### src/rtl/smart_house_pkg.sv
// Shared types and default constants for the multi-zone smart house controller.
package smart_house_pkg;

  typedef enum logic [1:0] {
    StIdle = 2'd0,
    StCool = 2'd1,
    StHeat = 2'd2
  } zone_state_e;

  localparam int          DEFAULT_SP = 25;
  localparam int unsigned HYST       = 1;

endpackage

### src/rtl/smart_house_zone_ctrl.sv
// One climate zone: hysteretic IDLE/COOL/HEAT state machine against a setpoint.
// Optional minimum dwell in COOL/HEAT when SMART_HOUSE_MIN_DWELL_EN is defined.
module smart_house_zone_ctrl
  import smart_house_pkg::*;
#(
  parameter int unsigned TempW    = 16,
  parameter int unsigned Hyst     = 1,
  parameter int unsigned MinDwell = 4
) (
  input  logic                    clock,
  input  logic                    reset,
  input  logic signed [TempW-1:0] temp,
  input  logic signed [TempW-1:0] setpoint,
  output logic                    cooler,
  output logic                    heater
);

  // One extra bit keeps setpoint +/- hysteresis from wrapping at the extremes.
  localparam logic signed [TempW:0] HystX = (TempW + 1)'(Hyst);

  zone_state_e            state_q, state_d;
  logic signed [TempW:0]  temp_x, sp_x;
  logic                   too_hot, too_cold, above_sp, below_sp, exit_ok, entering;

  assign temp_x   = {temp[TempW-1], temp};
  assign sp_x     = {setpoint[TempW-1], setpoint};
  assign too_hot  = temp_x > (sp_x + HystX);
  assign too_cold = temp_x < (sp_x - HystX);
  assign above_sp = temp_x > sp_x;
  assign below_sp = temp_x < sp_x;

  always_comb begin
    state_d = state_q;
    unique case (state_q)
      StIdle: begin
        if (too_hot) begin
          state_d = StCool;
        end else if (too_cold) begin
          state_d = StHeat;
        end
      end
      StCool: if (!above_sp && exit_ok) state_d = StIdle;
      StHeat: if (!below_sp && exit_ok) state_d = StIdle;
      default: state_d = StIdle;
    endcase
  end

  assign entering = (state_q == StIdle) && (state_d != StIdle);

`ifdef SMART_HOUSE_MIN_DWELL_EN
  localparam int unsigned DwellW = (MinDwell > 0) ? $clog2(MinDwell + 1) : 1;

  logic [DwellW-1:0] dwell_q, dwell_d;

  // Exit is allowed on the edge at which the counter reaches zero.
  assign exit_ok = dwell_q <= DwellW'(1);

  always_comb begin
    dwell_d = dwell_q;
    if (entering) begin
      dwell_d = DwellW'(MinDwell);
    end else if (dwell_q != '0) begin
      dwell_d = dwell_q - DwellW'(1);
    end
  end

  always_ff @(posedge clock) begin
    if (!reset) begin
      dwell_q <= '0;
    end else begin
      dwell_q <= dwell_d;
    end
  end
`else
  logic unused_dwell_cfg;
  assign unused_dwell_cfg = ^{MinDwell, entering};
  assign exit_ok = 1'b1;
`endif

  always_ff @(posedge clock) begin
    if (!reset) begin
      state_q <= StIdle;
    end else begin
      state_q <= state_d;
    end
  end

  assign cooler = (state_q == StCool);
  assign heater = (state_q == StHeat);

endmodule

### src/rtl/smart_house_zones.sv
// Multi-zone smart house top: curtain/light, doorbell ring counter, setpoint registers
// and one climate controller per zone. SMART_HOUSE_MIN_DWELL_EN enables minimum dwell.
module smart_house_zones #(
  parameter int unsigned ZONES       = 4,
  parameter int unsigned TEMP_W      = 16,
  parameter int unsigned HYST        = smart_house_pkg::HYST,
  parameter int unsigned RING_CYCLES = 8,
  parameter int          DEFAULT_SP  = smart_house_pkg::DEFAULT_SP,
  parameter int unsigned MIN_DWELL   = 4
) (
  input  logic                    clock,
  input  logic                    reset,
  input  logic                    isday,
  input  logic                    ring_req,
  input  logic [ZONES*TEMP_W-1:0] temp_sense,
  input  logic                    sp_wr,
  input  logic [3:0]              sp_zone,
  input  logic [TEMP_W-1:0]       sp_value,
  output logic                    music,
  output logic                    curtain,
  output logic                    light,
  output logic [ZONES-1:0]        cooler,
  output logic [ZONES-1:0]        heater
);

  localparam int unsigned RingW = $clog2(RING_CYCLES + 1);

  logic [RingW-1:0]         ring_q;
  logic signed [TEMP_W-1:0] sp_q [ZONES];

  always_ff @(posedge clock) begin
    if (!reset) begin
      curtain <= 1'b0;
      light   <= 1'b0;
    end else begin
      curtain <= isday;
      light   <= ~isday;
    end
  end

  // A request always restarts the full duration rather than extending it.
  always_ff @(posedge clock) begin
    if (!reset) begin
      ring_q <= '0;
    end else if (ring_req) begin
      ring_q <= RingW'(RING_CYCLES);
    end else if (ring_q != '0) begin
      ring_q <= ring_q - RingW'(1);
    end
  end

  assign music = (ring_q != '0);

  // Zone indices at or above ZONES match no register, so such writes drop out.
  always_ff @(posedge clock) begin
    for (int z = 0; z < int'(ZONES); z++) begin
      if (!reset) begin
        sp_q[z] <= TEMP_W'(DEFAULT_SP);
      end else if (sp_wr && (sp_zone == 4'(z))) begin
        sp_q[z] <= sp_value;
      end
    end
  end

  for (genvar z = 0; z < ZONES; z++) begin : g_zone
    smart_house_zone_ctrl #(
      .TempW    (TEMP_W),
      .Hyst     (HYST),
      .MinDwell (MIN_DWELL)
    ) u_zone (
      .clock    (clock),
      .reset    (reset),
      .temp     (temp_sense[z*TEMP_W +: TEMP_W]),
      .setpoint (sp_q[z]),
      .cooler   (cooler[z]),
      .heater   (heater[z])
    );
  end

endmodule

### config.mk
export PLATFORM = sky130hd
export DESIGN_NAME = smart_house_zones
export DESIGN_NICKNAME = d
export VERILOG_FILES = /design/src/rtl/smart_house_pkg.sv /design/src/rtl/smart_house_zone_ctrl.sv /design/src/rtl/smart_house_zones.sv
export SDC_FILE = /design/constraint.sdc
export NUM_CORES = 1
export LEC_CHECK = 0
export CAP_MARGIN = 15
export CORE_ASPECT_RATIO = 0.9
export CORE_UTILIZATION = 35
export CTS_BUF_LIST = sky130_fd_sc_hd__clkbuf_4
export DETAILED_ROUTE_END_ITERATION = 7
export PLACE_DENSITY_LB_ADDON = 0.1
export SLEW_MARGIN = 5
export SYNTH_ARGS = -nofsm -noshare
export SYNTH_HDL_FRONTEND = slang
export SYNTH_SLANG_ARGS = --single-unit
### constraint.sdc
create_clock -name clock -period 4.15 [get_ports clock]
set_input_delay 0.83 -clock clock [delete_from_list [all_inputs] [get_ports clock]]
set_output_delay 0.83 -clock clock [all_outputs]
set_load 0.03 [all_outputs]
==> impl_results.md <==
* Status: finished, final reports clean
* Post-synth top flop: edfxtp_1
* HP Start: ring_q[1]
* HPWL Detailed at 22200 um
* FF/Latch Area at 2200 sq um
* DR iter-0 viols at 416
* Mean Syn Cell Area at 8.83 sq um
* First-pass GRT wire length at 41800 um
* Worst r2r dst: g_zone[1].u_zone.state_q[1]
* CTS Hold Bufs at 0
* FMAX at 269 MHz
* GPL Wtd Cong at 0.859
* Total clock sinks at 78
* Starting Density at 35.7%
* P&R area growth vs syn at 15.4%
* Nets at 1479
* Number of max-cap violations at 0
* Post-CTS setup buffer count at 0
* TritonCTS buffer count at 9
* R2R Path Start: sp_q[1][0]
* CTS tree: yes
* Vias at 8026
* Max FO, Critical Path at 5
* I/O pin cnt at 100
* Post-Syn Area at 9640 sq um
* Cell accounting for the most synthesized area: ha_1
* Register area share after synthesis at 22.9%
* Core area at 27000 sq um
* Initial antenna violation count at 1
* Setup TNS at 0 ns
* Cells after Synth at 1091
* Flops & latches, synth at 78
* DRC at 0
* DR pass1 iterations at 5
* IO buf count at 99
* Vias in the first global route at 7774
* CP startpoint kind: register
* Top-area cell type share of the netlist area at 26.7%
* Slew HR at 52.6%
* VDD IR max at 0.131 mV
* Routed WL at 26300 um
* Pleak at 4.55 nW
* Avg Vias per Cell at 5.19
* Placement Rows at 57
* Final hold violation count at 0
* GRT overflow at 0
* Setup CP Type: reg2reg
* Layout cells sized above 1 at 3.28%
* Fin Clk Skew at 0.0133 ns
* Routed WL per cell at 17.0 um
* DIE HEIGHT at 159 um
* Worst min-delay path category: reg2reg
* Worst slew pin tran at 0.709 ns
* Worst-Skew Late Latency at 0.45 ns
* Worst setup EP type: register
* Largest net degree at the start of global routing at 19
* Crit path required time at 4.52 ns
* Die area at 28200 sq um
* Hold EP: ring_q[1]
* FFs w/ async S/R, synth at 0%
* Yosys Warn Count at 0
* Final Max Tran Viols at 0
* Clock-pin slew on the worst setup and hold paths at 0.13 ns
* Clk buf depth at 2
* Power Dens Cells at 212 nW/um^2
* Fill count at 2693
* FF-to-FF path depth at 14
* Final ANT Viol Nets at 0
* Ranking of synthesized cells by area: ha_1, edfxtp_1, xnor2_1, and2_1, inv_1
* Root Buffer: clkbuf_4
* Crit path arrival time at 4.09 ns
* Most numerous cell in the Yosys netlist: ha_1
* RSZ-0062 raised after global routing: no
* Multi-input logic area at 6960 sq um
* Worst R2R Setup Slack at 0.43 ns
* Final setup fails at 0
* Post-synth EDFFs at 64
* Syn_nets at 1386
* Top cells by count, synth: ha_1, xnor2_1, inv_1
* Worst hold stages at 2
* Resize count post-CTS at 0
* Crit path time final at 3.72 ns
* Die X at 177 um
* Total power at 0.00236 W
* Cell variety after synth at 67
* Fin crit share at 89.7%
* GRT Total Usage at 19.0%
* CTS H-tree depth at 3
flip-flops by register name, indices dropped and copies added, names as in the netlist:
signal                 cells
curtain                    1
light                      1
g_zone.u_zone.state_q      8
sp_q                      64
ring_q                     4
worst max-delay path by stage:
stage                     slack, ns                           to  cells past startpoint        from
after detailed placement       0.48  g_zone[1].u_zone.state_q[1]                     14  sp_q[1][0]
after floorplan                0.75  g_zone[1].u_zone.state_q[1]                     14  sp_q[1][0]
after global routing           0.09  g_zone[1].u_zone.state_q[1]                     14  sp_q[1][0]
final                          0.43  g_zone[1].u_zone.state_q[1]                     14  sp_q[1][0]
after global placement         0.53  g_zone[0].u_zone.state_q[1]                     12  sp_q[0][2]
after CTS                      0.45  g_zone[1].u_zone.state_q[1]                     14  sp_q[1][0]
power by group:
| group | internal, W | leakage [nW] | total, W | switching [W] |
|---|---|---|---|---|
| Combinational | 0.000429 | 3.75 | 0.000932 | 0.000503 |
| Sequential | 0.000904 | 0.734 | 0.000985 | 0.0000811 |
| Clock | 0.000156 | 0.0661 | 0.000438 | 0.000282 |
cells by family after synthesis:
| group | share of synthesized area [%] |
|---|---|
| AND/OR/NAND/NOR | 22.3 |
| adder cells (fa/ha/maj) | 26.7 |
| AO/OA/AOI/OAI | 12.8 |
| buffers and inverters | 4.95 |
| XOR/XNOR | 10.0 |
| flip-flops | 22.9 |
| multiplexers | 0.338 |
stage by stage:
stage / hold slack (ns) / instances / setup slack, ns / instance area (sq um) / utilization [%]
after floorplan: 0.480 / 1091 / 0.750 / 9640 / -
after global placement: 0.503 / 1527 / 0.532 / 11000 / 40.7
after detailed placement: 0.500 / 1527 / 0.484 / 11000 / 40.7
after CTS: 0.519 / 1543 / 0.447 / 11100 / 41.1
after global routing: 0.544 / 1543 / 0.0854 / 11100 / 41.1
final: 0.521 / 1545 / 0.429 / 11100 / 41.1
layout by cell type (no fill, tap or decap), drive strengths merged, types with 36 or more instances in the layout:
cell type	synthesis	routed
edfxtp	64	64
nand2	50	50
ha	206	206
inv	87	87
clkdlybuf4s50	0	99
xnor2	109	109
and2	55	55
nand4	36	36
nor2	57	57
nor3	38	38
nand3	52	52
a21oi	58	58
critical path, stage by stage, from the launching register on:
cell       delay [ns]
edfxtp_1         0.46
inv_1            0.15
ha_1             0.19
and3_1           0.23
nand2_1          0.11
nor3b_1          0.38
nand3_1          0.15
xnor2_1          0.15
ha_1             0.29
a21o_1           0.19
a2111oi_2        0.39
o21ai_0          0.15
or4_1            0.40
o2bb2ai_1        0.14
o32ai_1          0.25
routing by layer:
layer / vias up / share of wire (%) / track usage, %
met5: - / 0 / 0
met4: 0 / 0.70 / 2.66
met3: 20 / 4.2 / 3.30
met2: 145 / 43 / 29.9
met1: 3677 / 52 / 27.5
li1: 4184 / - / -
final cells by class:
type                            instances  area share (%)
Timing Repair Buffer                  107            9.45
Clock buffer                           14           0.945
Clock inverter                          2           0.101
Sequential cell                        78            19.8
Tap cell                              354            3.98
Antenna cell                            2          0.0450
Inverter                               91            3.07
Multi-Input combinational cell        897            62.6
Note: power is estimated with default switching activity, not from simulation.
